[config.mk]
export PLATFORM = sky130hd
export DESIGN_NAME = cnu_row_sched_flat
export DESIGN_NICKNAME = d
export VERILOG_FILES = /design/src/rtl/cnu_row_sched_if.sv /design/src/rtl/cnu_row_sched.sv /design/src/flat_wrapper.sv
export SDC_FILE = /design/constraint.sdc
export NUM_CORES = 1
export LEC_CHECK = 0
export CAP_MARGIN = 10
export CORE_MARGIN = 2
export CORE_UTILIZATION = 35
export CTS_BUF_LIST = sky130_fd_sc_hd__clkbuf_8
export CTS_CLUSTER_SIZE = 28
export DETAILED_ROUTE_END_ITERATION = 8
export PLACE_DENSITY = 0.65
export SYNTH_ARGS = -nofsm -noshare
export SYNTH_HDL_FRONTEND = slang
export SYNTH_SLANG_ARGS = --single-unit
[constraint.sdc]
create_clock -name clk -period 2.8 [get_ports clk]
set_input_delay 0.42 -clock clk [delete_from_list [all_inputs] [get_ports clk]]
set_output_delay 0.42 -clock clk [all_outputs]
set_load 0.05 [all_outputs]
[src/rtl/cnu_row_sched_if.sv]
// Result-record stream from the check-node row scheduler to the check-to-variable update stage.
// One record per parity-check row: row/iteration tag, min, min2, one-hot min index, sign parity.
// valid/ready handshake: the record is held stable while valid=1 and ready=0.
interface cnu_row_sched_if #(
    parameter int ROW_W  = 6,
    parameter int ITER_W = 4,
    parameter int D      = 7,
    parameter int data_w = 9
);
    logic              out_valid;
    logic              out_ready;
    logic [ROW_W-1:0]  out_row;
    logic [ITER_W-1:0] out_iter;
    logic [data_w-1:0] out_min;
    logic [data_w-1:0] out_min2;
    logic [D-1:0]      out_idx;
    logic              out_sign;

    modport master (
        output out_valid, out_row, out_iter, out_min, out_min2, out_idx, out_sign,
        input  out_ready
    );

    modport slave (
        input  out_valid, out_row, out_iter, out_min, out_min2, out_idx, out_sign,
        output out_ready
    );
endinterface

[src/rtl/cnu_row_sched.sv]
// Sequences LDPC check-node rows: read row, pulse min-finder, capture min/min2/idx/sign, emit record.
// Latency rd_en -> out_valid is 3 cycles; 4 cycles per row with out_ready high; one row in flight.
// Stalls in HOLD while out_ready=0. Optional early stop on satisfied parity: CNU_ROW_SCHED_EARLY_STOP_EN.
module cnu_row_sched #(
    parameter int ROWS   = 64,
    parameter int ROW_W  = 6,
    parameter int ITER_W = 4,
    parameter int D      = 7,
    parameter int data_w = 9
) (
    input  logic              clk,
    input  logic              rst,
    input  logic              start,
    input  logic [ITER_W-1:0] iters,
    output logic              busy,
    output logic              done,
    output logic              stopped,
    output logic              rd_en,
    output logic [ROW_W-1:0]  rd_addr,
    input  logic [D-1:0]      sign_in,
    output logic              cmp_en,
    input  logic [data_w-1:0] cmp_min,
    input  logic [data_w-1:0] cmp_min2,
    input  logic [D-1:0]      cmp_idx,
    cnu_row_sched_if.master   out_if
);

    localparam logic [ROW_W-1:0] LAST_ROW = ROW_W'(ROWS - 1);

    typedef enum logic [2:0] {IDLE, READ, CMP, CAPT, HOLD} state_t;

    state_t            state;
    state_t            state_nxt;
    logic [ROW_W-1:0]  row;
    logic [ITER_W-1:0] iter;
    logic [ITER_W-1:0] iters_m1;   // latched iteration count minus one (0 treated as 1)
    logic              sign_pend;  // row parity captured while the finder evaluates
    logic              accept;
    logic              last_row;
    logic              last_iter;
    logic              early;
    logic              finish;

    assign accept    = (state == HOLD) && out_if.out_ready;
    assign last_row  = (row == LAST_ROW);
    assign last_iter = (iter == iters_m1);
    assign finish    = accept && ((last_row && last_iter) || early);

    assign rd_en   = (state == READ);
    assign rd_addr = row;
    assign cmp_en  = (state == CMP);

`ifdef CNU_ROW_SCHED_EARLY_STOP_EN
    logic par_flag;  // OR of accepted record signs in the current iteration
    logic par_now;

    assign par_now = par_flag | out_if.out_sign;
    assign early   = accept && last_row && !par_now;

    // Track per-iteration parity; flag a satisfied code word as an early stop.
    always_ff @(posedge clk) begin
        if (rst) begin
            par_flag <= 1'b0;
            stopped  <= 1'b0;
        end else if (state == IDLE && start) begin
            par_flag <= 1'b0;
            stopped  <= 1'b0;
        end else if (accept) begin
            if (last_row) begin
                par_flag <= 1'b0;
                if (!par_now) stopped <= 1'b1;
            end else begin
                par_flag <= par_now;
            end
        end
    end
`else
    assign early   = 1'b0;
    assign stopped = 1'b0;
`endif

    // State register.
    always_ff @(posedge clk) begin
        if (rst) state <= IDLE;
        else     state <= state_nxt;
    end

    // Next-state: fixed READ->CMP->CAPT->HOLD walk, HOLD waits for acceptance.
    always_comb begin
        state_nxt = state;
        case (state)
            IDLE:    if (start) state_nxt = READ;
            READ:    state_nxt = CMP;
            CMP:     state_nxt = CAPT;
            CAPT:    state_nxt = HOLD;
            HOLD:    if (accept) state_nxt = finish ? IDLE : READ;
            default: state_nxt = IDLE;
        endcase
    end

    // Counters, status flags and the output record registers.
    always_ff @(posedge clk) begin
        if (rst) begin
            busy             <= 1'b0;
            done             <= 1'b0;
            row              <= '0;
            iter             <= '0;
            iters_m1         <= '0;
            sign_pend        <= 1'b0;
            out_if.out_valid <= 1'b0;
            out_if.out_row   <= '0;
            out_if.out_iter  <= '0;
            out_if.out_min   <= '0;
            out_if.out_min2  <= '0;
            out_if.out_idx   <= '0;
            out_if.out_sign  <= 1'b0;
        end else begin
            done <= 1'b0;
            case (state)
                IDLE: begin
                    if (start) begin
                        iters_m1 <= (iters == '0) ? '0 : iters - ITER_W'(1);
                        row      <= '0;
                        iter     <= '0;
                        busy     <= 1'b1;
                    end
                end
                CMP: begin
                    sign_pend <= ^sign_in;
                end
                CAPT: begin
                    out_if.out_valid <= 1'b1;
                    out_if.out_row   <= row;
                    out_if.out_iter  <= iter;
                    out_if.out_min   <= cmp_min;
                    out_if.out_min2  <= cmp_min2;
                    out_if.out_idx   <= cmp_idx;
                    out_if.out_sign  <= sign_pend;
                end
                HOLD: begin
                    if (accept) begin
                        out_if.out_valid <= 1'b0;
                        if (finish) begin
                            busy <= 1'b0;
                            done <= 1'b1;
                            row  <= '0;
                            iter <= '0;
                        end else if (last_row) begin
                            row  <= '0;
                            iter <= iter + ITER_W'(1);
                        end else begin
                            row  <= row + ROW_W'(1);
                        end
                    end
                end
                default: ;
            endcase
        end
    end

endmodule

[src/flat_wrapper.sv]
// flat-port wrapper written by rule: the top's interface ports become plain ports
module cnu_row_sched_flat 
#(
    parameter int ROWS   = 64,
    parameter int ROW_W  = 6,
    parameter int ITER_W = 4,
    parameter int D      = 7,
    parameter int data_w = 9
)
  (clk, rst, start, iters, busy, done, stopped, rd_en, rd_addr, sign_in, cmp_en, cmp_min, cmp_min2, cmp_idx, out_if_out_valid, out_if_out_row, out_if_out_iter, out_if_out_min, out_if_out_min2, out_if_out_idx, out_if_out_sign, out_if_out_ready);
  cnu_row_sched_if #(.ROW_W(ROW_W), .ITER_W(ITER_W), .D(D), .data_w(data_w)) out_if_i ();
  input  logic clk;
  input  logic rst;
  input  logic start;
  input  logic [ITER_W-1:0] iters;
  output logic busy;
  output logic done;
  output logic stopped;
  output logic rd_en;
  output logic [ROW_W-1:0] rd_addr;
  input  logic [D-1:0] sign_in;
  output logic cmp_en;
  input  logic [data_w-1:0] cmp_min;
  input  logic [data_w-1:0] cmp_min2;
  input  logic [D-1:0] cmp_idx;
  output wire logic [$bits(out_if_i.out_valid)-1:0] out_if_out_valid;
  output wire logic [$bits(out_if_i.out_row)-1:0] out_if_out_row;
  output wire logic [$bits(out_if_i.out_iter)-1:0] out_if_out_iter;
  output wire logic [$bits(out_if_i.out_min)-1:0] out_if_out_min;
  output wire logic [$bits(out_if_i.out_min2)-1:0] out_if_out_min2;
  output wire logic [$bits(out_if_i.out_idx)-1:0] out_if_out_idx;
  output wire logic [$bits(out_if_i.out_sign)-1:0] out_if_out_sign;
  input wire logic [$bits(out_if_i.out_ready)-1:0] out_if_out_ready;
  assign out_if_out_valid = out_if_i.out_valid;
  assign out_if_out_row = out_if_i.out_row;
  assign out_if_out_iter = out_if_i.out_iter;
  assign out_if_out_min = out_if_i.out_min;
  assign out_if_out_min2 = out_if_i.out_min2;
  assign out_if_out_idx = out_if_i.out_idx;
  assign out_if_out_sign = out_if_i.out_sign;
  assign out_if_i.out_ready = out_if_out_ready;
  cnu_row_sched #(.ROWS(ROWS), .ROW_W(ROW_W), .ITER_W(ITER_W), .D(D), .data_w(data_w)) u_core (.clk(clk), .rst(rst), .start(start), .iters(iters), .busy(busy), .done(done), .stopped(stopped), .rd_en(rd_en), .rd_addr(rd_addr), .sign_in(sign_in), .cmp_en(cmp_en), .cmp_min(cmp_min), .cmp_min2(cmp_min2), .cmp_idx(cmp_idx), .out_if(out_if_i));
endmodule
Word level (Yosys, flattened, before mapping)
Index checks and enable logic that the tools add are counted.
Operators by class
  reduce and logical (&&, ||, !) cells: 15
  add/sub/neg operators: 3
  muxes and demuxes: 22
  bitwise operators: 2
  equality and inequality tests: 10
Operators by type and width (count)
  $mux W6: 4
  $mux W4: 5
  $pmux W3 S5: 1
  $pmux W6 S2: 1
  $pmux W4 S2: 1
  $reduce_and A4 Y1: 2
  $reduce_xor A7 Y1: 1
  $add A6 B1 Y6 const B: 1
  $eq A3 B2 Y1 const B: 2
  $eq A6 B6 Y1 const B: 1
  $mux W1: 6
  $mux W3: 2
  $reduce_and A2 Y1: 3
  $add A4 B1 Y4 const B: 1
  $eq A4 B4 Y1: 1
  $logic_not A4 Y1: 1
  $ne A2 B1 Y1 const B: 2
  $pmux W1 S2: 2
  $reduce_bool A2 Y1: 2
  $sub A4 B1 Y4 const B: 1
  $eq A3 B1 Y1 const B: 1
  $eq A3 B3 Y1 const B: 1
  $logic_and A1 B1 Y1: 3
  $logic_not A3 Y1: 1
  other kinds (5): 6
Storage, ports and cells
  bits in registers: 57
  output and inout bits: 48
  input port bits: 40

Depth between registers and ports, before layout
Gate-level depths: netlist of run 1.
  word-level depth: 6
  mapped depth: 6
  gate-level depth less buffers: 5

Least setup slack after synthesis of run 1
OpenSTA, ideal clock, no wires.
  kind: reg-to-output
  from: register u_core.state[0]
  to: output rd_en
  path slack: 0.677 ns
  required time: 2.380 ns
  path buffers: 1
  stages on the path, launching flop included: 3
  arrival: 1.703 ns
  cells stage by stage: dfxtp_1 buf_2 nor3b_1
Between the ends
  cells in the longest elaborated chain, start to end: 1
RTL lines
  start, declared: line cnu_row_sched.sv:32  | state_t state;
  start signal, assigned: line cnu_row_sched.sv:85  | else state <= state_nxt;
  $eq A3 B1 Y1: line cnu_row_sched.sv:49  | assign rd_en = (state == READ);
  end, declared: line flat_wrapper.sv:19  | output logic rd_en;
Every way passes these cells.

Final worst setup path of run 1
  from: register u_core.state[1]
  to: output cmp_en
Between the ends
  cells in the longest elaborated chain, start to end: 1
RTL lines
  $eq A3 B2 Y1: line cnu_row_sched.sv:51  | assign cmp_en = (state == CMP);
  end, declared: line flat_wrapper.sv:22  | output logic cmp_en;
Every way passes these cells.

==> results.py, run 1 <==
metrics = {
    "outcome": {
        "outcome": "finished clean",
    },
    "worst_hold_path": {
        "hold_path_startpoint": "u_core.out_if.out_min2[3]$_SDFFE_PP0P_",
        "hp-class": "register to register",
        "hold_path_depth": 2,
        "hold_path_end": "u_core.out_if.out_min2[3]$_SDFFE_PP0P_",
    },
    "global_route": {
        "antenna_found_initial": 0,
        "grt_pass1_vias": 2005,
        "track_usage": 0.154,
        "grt_pass1_wl_um": 9000,
        "overflow": 0,
        "grt_max_degree": 38,
    },
    "sta": {
        "setup_ws_ns": 0.117,
        "grt_setup_unrepaired": "no",
        "max_freq_mhz": 373,
        "fin_crit_ns": 2.68,
        "worst_pin_slew_ns": 0.806,
        "whs_ns": 0.452,
        "hold_violations": 0,
        "fin_crit_sh": 0.958,
        "slew_headroom": 0.463,
        "final-setup-viol-count": 0,
        "finalClockSkew_ns": 0.00738,
        "fin_tns_setup_ns": 0,
        "drv_slew": 0,
    },
    "setup_path": {
        "reg2reg_from": "u_core.state[1]$_SDFFE_PP0P_",
        "arrival_ns": 2.26,
        "crit_slowest_cell": "clkdlybuf4s50_1",
        "crit_path_max_incr_delay_ns": 0.80,
        "ff2ff_path_depth": 4,
        "end_kind": "primary output",
        "cp_cell_sequence": "or3b_2 > inv_1 > clkdlybuf4s50_1",
        "reg2reg_to": "u_core.out_if.out_min[4]$_SDFFE_PP0P_",
        "critPathMaxFanout": 9,
        "reg2reg_slack_ns": 0.90,
        "worstSetupPathType": "register to primary output",
        "start_kind": "register",
        "required_ns": 2.38,
    },
    "synthesis": {
        "synth_xor_area_frac": 0.0548,
        "ys_ff_latch": 57,
        "synth_edf_count": 0,
        "ys_warn_count": 0,
        "synth_simple_gate_area_share": 0.257,
        "seq_area_frac_synth": 0.476,
        "synth_mux_area_frac": 0.0104,
        "synthFlopType": "dfxtp_1",
        "synth_cells": 282,
        "syn_nets": 324,
        "ys_types": 52,
        "synth_top_family_by_area": "simple AND/OR/NAND/NOR gates",
        "synthAdderAreaFrac": 0.0104,
        "avgSynthCellArea_um2": 8.51,
        "synth_compound_area_frac": 0.156,
        "syn_area_mm2": 0.00240,
        "async_flop_share": 0,
    },
    "power_and_ir_drop": {
        "peakVddDrop_uv": 338,
        "p_per_area_mw_per_mm2": 547,
        "leakagePower_nw": 1.16,
        "power.total_mw": 1.91,
    },
    "clocking": {
        "root_buffer": "clkbuf_8",
        "post-cts-setup-buffers": 0,
        "cts_sinks": 57,
        "clk_pin_slew_ns": 0.06,
        "cts_buffers": 9,
        "cts_resized": 0,
        "htree_levels": 3,
        "cts_buffer_depth": 2,
        "cts_tree": "built",
        "clock_latency_ns": 0.33,
        "hold_buffers": 0,
    },
    "floorplanning": {
        "die_height_um": 86.8,
        "initial_core_util": 0.357,
        "die_x_um": 86.8,
        "ios": 88,
        "die_area_mm2": 0.00753,
        "placementRows": 30,
        "coreArea_mm2": 0.00672,
    },
    "place": {
        "placed_area_mm2": 0.00330,
        "globalplace.congestion": 0.804,
        "dp_hpwl_um": 3830,
        "pre_cts_slack_ns": 0.485,
        "io_buffer_count": 86,
        "dp_cells": 434,
    },
    "finish": {
        "instances_no_fill": 449,
        "num_antenna_cells": 0,
        "nNetsFinal": 407,
        "final_common_cell": "clkdlybuf4s50_1",
        "fin_area_mm2": 0.00349,
        "fin_util": 0.519,
        "layout-drive-gt1-share": 0.100,
        "layout_common_cells": "clkdlybuf4s50_1, nand2_1, dfxtp_1, a21oi_1",
        "syn_to_final_growth_pct": 45.3,
    },
    "drt": {
        "wl_um": 5550,
        "drt-pass1-iter-count": 4,
        "via_per_inst": 4.86,
        "wl_per_cell_um": 12.3,
        "detail-route-antenna-nets": 0,
        "vias": 2184,
        "drc": 0,
        "drt_iter0_drc": 60,
    },
    "run": {
        "max_cap_viol_count": 0,
    },
}
-- registers in the layout, summed over array words and instances (netlist names) --
register                 flops
u_core.out_if.out_valid      1
u_core.busy                  1
u_core.state                 3
u_core.iters_m1              4
u_core.rd_addr               6
u_core.out_if.out_min2       9
u_core.out_if.out_min        9
u_core.iter                  4
u_core.sign_pend             1
u_core.out_if.out_iter       4
u_core.out_if.out_idx        7
u_core.out_if.out_sign       1
u_core.done                  1
u_core.out_if.out_row        6
-- worst max-delay path, delay by kind of cell (launching register included) --
kind                   cells  cell delay, ns
buffers and inverters      2            0.89
DFF                        1            0.52
and+or+nand+nor            1            0.52
-- metal layers --
| layer | wire, um | GRT usage | up-vias | part of all wire |
|---|---|---|---|---|
| met5 | 0 | 0 | - | 0 |
| met4 | 71 | 0.0554 | 0 | 0.013 |
| met3 | 383 | 0.0638 | 8 | 0.069 |
| met2 | 2600 | 0.257 | 70 | 0.47 |
| met1 | 2500 | 0.177 | 976 | 0.45 |
| li1 | - | - | 1130 | - |
-- cell type report --
type / count / area (um2)
sequential: 57 / 1140
clock inverter: 3 / 16.3
inverter: 2 / 7.51
clock buffer: 12 / 165
multi-input combinational: 206 / 1180
fill: 648 / 3230
timing repair buffer: 89 / 878
tap: 80 / 100
-- power by group --
group / switching [mW] / internal, mW
Combinational: 0.199 / 0.149
Clock: 0.303 / 0.383
Sequential: 0.0293 / 0.842
Total: 0.531 / 1.37
-- synth_stat cells, types with 2 or more instances --
| cell | number | area, um2 |
|---|---|---|
| nand2_1 | 77 | 289 |
| dfxtp_1 | 57 | 1140 |
| a21oi_1 | 39 | 195 |
| xnor2_1 | 12 | 105 |
| clkbuf_1 | 10 | 37.5 |
| nor2_1 | 10 | 37.5 |
| nor3_1 | 8 | 40.0 |
| buf_2 | 4 | 20.0 |
| nand3_1 | 4 | 20.0 |
| a211oi_1 | 3 | 22.5 |
| a221oi_1 | 3 | 26.3 |
| o31ai_1 | 3 | 22.5 |
| xor2_1 | 3 | 26.3 |
| a311oi_1 | 2 | 17.5 |
| buf_1 | 2 | 7.51 |
| ha_1 | 2 | 25.0 |
| inv_1 | 2 | 7.51 |
| nand2b_1 | 2 | 12.5 |
| nand3b_1 | 2 | 15.0 |
| nand4_1 | 2 | 12.5 |
| nor3b_2 | 2 | 25.0 |
| nor4_1 | 2 | 12.5 |
| o21ai_0 | 2 | 10.0 |
-- kinds of logic (layout without fill, tap and decap cells) --
| logic type | after synthesis | after routing |
|---|---|---|
| simple gates | 126 | 126 |
| compound gates | 60 | 60 |
| flops | 57 | 57 |
| buf+inv | 19 | 106 |
| xor+xnor | 15 | 15 |
| fa+ha+maj | 2 | 2 |
| mux | 2 | 2 |
| other cells | 1 | 1 |
-- worst max-delay path by stage --
stage | endpoint | slack, ns | from | cells after the start
finish | cmp_en | 0.12 | u_core.state[1]$_SDFFE_PP0P_ | 3
CTS | cmp_en | 0.10 | u_core.state[1]$_SDFFE_PP0P_ | 3
global placement | cmp_en | 0.50 | u_core.state[1]$_SDFFE_PP0P_ | 3
detailed placement | cmp_en | 0.48 | u_core.state[1]$_SDFFE_PP0P_ | 3
floorplan | rd_en | 0.68 | u_core.state[0]$_SDFFE_PP0P_ | 2
global route | cmp_en | 0.02 | u_core.state[1]$_SDFFE_PP0P_ | 3
Note: power is estimated with default switching activity, not from simulation.
==> run 2: changes to the inputs <==
--- a/config.mk
+++ b/config.mk
@@ -6,12 +6,14 @@
 export NUM_CORES = 1
 export LEC_CHECK = 0
 export CAP_MARGIN = 10
+export CELL_PAD_IN_SITES_DETAIL_PLACEMENT = 0
+export CELL_PAD_IN_SITES_GLOBAL_PLACEMENT = 1
 export CORE_MARGIN = 2
 export CORE_UTILIZATION = 35
 export CTS_BUF_LIST = sky130_fd_sc_hd__clkbuf_8
-export CTS_CLUSTER_SIZE = 28
+export CTS_CLUSTER_SIZE = 12
 export DETAILED_ROUTE_END_ITERATION = 8
-export PLACE_DENSITY = 0.65
+export PLACE_DENSITY_LB_ADDON = 0.1
 export SYNTH_ARGS = -nofsm -noshare
 export SYNTH_HDL_FRONTEND = slang
 export SYNTH_SLANG_ARGS = --single-unit
==> results.py, run 2 (synthesized netlist as in run 1, its figures left out) <==
metrics = {
    "sta": {
        "worst_pin_slew_ns": 0.607,
        "whs_ns": 0.395,
        "setup_ws_ns": 0.146,
        "fin_tns_setup_ns": 0,
        "drv_slew": 0,
        "fin_crit_ns": 2.65,
        "final-setup-viol-count": 0,
        "fin_crit_sh": 0.948,
        "hold_violations": 0,
        "finalClockSkew_ns": 0.00816,
        "slew_headroom": 0.595,
        "grt_setup_unrepaired": "no",
        "max_freq_mhz": 377,
    },
    "floorplanning": {
        "initial_core_util": 0.357,
        "die_area_mm2": 0.00753,
        "placementRows": 30,
        "die_height_um": 86.8,
        "coreArea_mm2": 0.00672,
        "die_x_um": 86.8,
        "ios": 88,
    },
    "global_route": {
        "antenna_found_initial": 0,
        "grt_pass1_vias": 1991,
        "grt_pass1_wl_um": 9230,
        "track_usage": 0.157,
        "overflow": 0,
        "grt_max_degree": 60,
    },
    "setup_path": {
        "start_kind": "register",
        "path_buf_inv": 2,
        "crit_path_max_incr_delay_ns": 0.80,
        "reg2reg_from": "u_core.rd_addr[0]$_SDFFE_PP0P_",
        "end_kind": "primary output",
        "cp_cell_sequence": "or3b_2 > inv_1 > clkdlybuf4s50_1",
        "arrival_ns": 2.23,
        "crit_family": "buffers and inverters",
        "required_ns": 2.38,
        "ff2ff_path_depth": 5,
        "reg2reg_to": "u_core.iter[3]$_SDFFE_PP0P_",
        "critPathMaxFanout": 9,
        "worstSetupPathType": "register to primary output",
        "reg2reg_slack_ns": 0.99,
        "crit_slowest_cell": "clkdlybuf4s50_1",
    },
    "drt": {
        "wl_per_cell_um": 12.7,
        "drc": 0,
        "detail-route-antenna-nets": 0,
        "drt_iter0_drc": 71,
        "drt-pass1-iter-count": 4,
        "via_per_inst": 4.80,
        "vias": 2150,
        "wl_um": 5690,
    },
    "clocking": {
        "cts_tree": "built",
        "post-cts-setup-buffers": 0,
        "cts_buffers": 9,
        "hold_buffers": 0,
        "cts_sinks": 57,
        "clock_latency_ns": 0.32,
        "cts_resized": 0,
        "clk_pin_slew_ns": 0.06,
        "root_buffer": "clkbuf_8",
        "cts_buffer_depth": 2,
        "htree_levels": 3,
    },
    "worst_hold_path": {
        "hp-class": "input port to register",
        "hold_path_startpoint": "rst",
        "hold_path_depth": 3,
        "hold_path_end": "u_core.iter[0]$_SDFFE_PP0P_",
    },
    "finish": {
        "nNetsFinal": 407,
        "fillers": 665,
        "final_common_cell": "clkdlybuf4s50_1",
        "reg_top3": "u_core.out_if.out_min2 (9), u_core.out_if.out_min (9), u_core.out_if.out_idx (7)",
        "num_antenna_cells": 0,
        "layout-drive-gt1-share": 0.101,
        "instances_no_fill": 448,
        "layout_common_cells": "clkdlybuf4s50_1, nand2_1, dfxtp_1, a21oi_1, xnor2_1",
        "fin_util": 0.519,
        "syn_to_final_growth_pct": 45.4,
        "fin_area_mm2": 0.00349,
    },
    "power_and_ir_drop": {
        "power.total_mw": 1.95,
        "leakagePower_nw": 1.16,
        "clock_power_share": 0.374,
        "intPower_mw": 1.41,
        "seqPwrFrac": 0.447,
        "power_switching_share": 0.275,
        "power_frac_comb": 0.179,
        "switchingPower_mw": 0.535,
        "peakVddDrop_uv": 254,
        "p_per_area_mw_per_mm2": 558,
    },
    "outcome": {
        "outcome": "finished clean",
    },
    "place": {
        "placed_area_mm2": 0.00330,
        "io_buffer_count": 86,
        "pre_cts_slack_ns": 0.485,
        "dp_cells": 434,
        "globalplace.congestion": 0.774,
        "dp_hpwl_um": 3760,
    },
    "run": {
        "max_cap_viol_count": 0,
    },
}
run 2: power groups by stage:
stage	Sequential, mW	Clock [mW]	Combinational, mW
2_1_floorplan	0.936	0	0.174
3_3_place_gp	0.888	0	0.353
3_5_place_dp	0.889	0	0.352
4_1_cts	0.871	0.755	0.353
5_1_grt	0.875	0.789	0.378
6_report	0.871	0.728	0.348
run 2: worst reg2reg max path, delay by kind of cell (launching register included):
family / cells / cell delay, ns
AND/OR/NAND/NOR: 2 / 0.75
adder cells (fa/ha/maj): 1 / 0.23
AO/OA/AOI/OAI: 2 / 0.32
flip-flops: 1 / 0.43
run 2: per-layer routing:
layer | track usage | vias to the layer above | part of all wire
li1 | - | 1129 | -
met1 | 0.200 | 956 | 0.46
met2 | 0.250 | 59 | 0.47
met3 | 0.0495 | 6 | 0.053
met4 | 0.0511 | 0 | 0.011
met5 | 0 | - | 0
run 2: how the worst max path moves through the flow:
stage / slack, ns / endpoint / depth (start not counted) / start
2_1_floorplan: 0.68 / rd_en / 2 / u_core.state[0]$_SDFFE_PP0P_
3_3_place_gp: 0.50 / cmp_en / 3 / u_core.state[1]$_SDFFE_PP0P_
3_5_place_dp: 0.48 / cmp_en / 3 / u_core.state[1]$_SDFFE_PP0P_
4_1_cts: 0.11 / cmp_en / 3 / u_core.state[1]$_SDFFE_PP0P_
5_1_grt: 0.06 / cmp_en / 3 / u_core.state[1]$_SDFFE_PP0P_
6_report: 0.15 / cmp_en / 3 / u_core.state[1]$_SDFFE_PP0P_
run 2: layout make-up:
| type | instances | area (um2) | area share |
|---|---|---|---|
| clock buffer | 10 | 138 | 0.0395 |
| clock inverter | 4 | 45.0 | 0.0129 |
| inverter | 2 | 7.51 | 0.00215 |
| multi-input combinational | 206 | 1180 | 0.338 |
| sequential | 57 | 1140 | 0.327 |
| tap | 80 | 100 | 0.0287 |
| timing repair buffer | 89 | 878 | 0.252 |
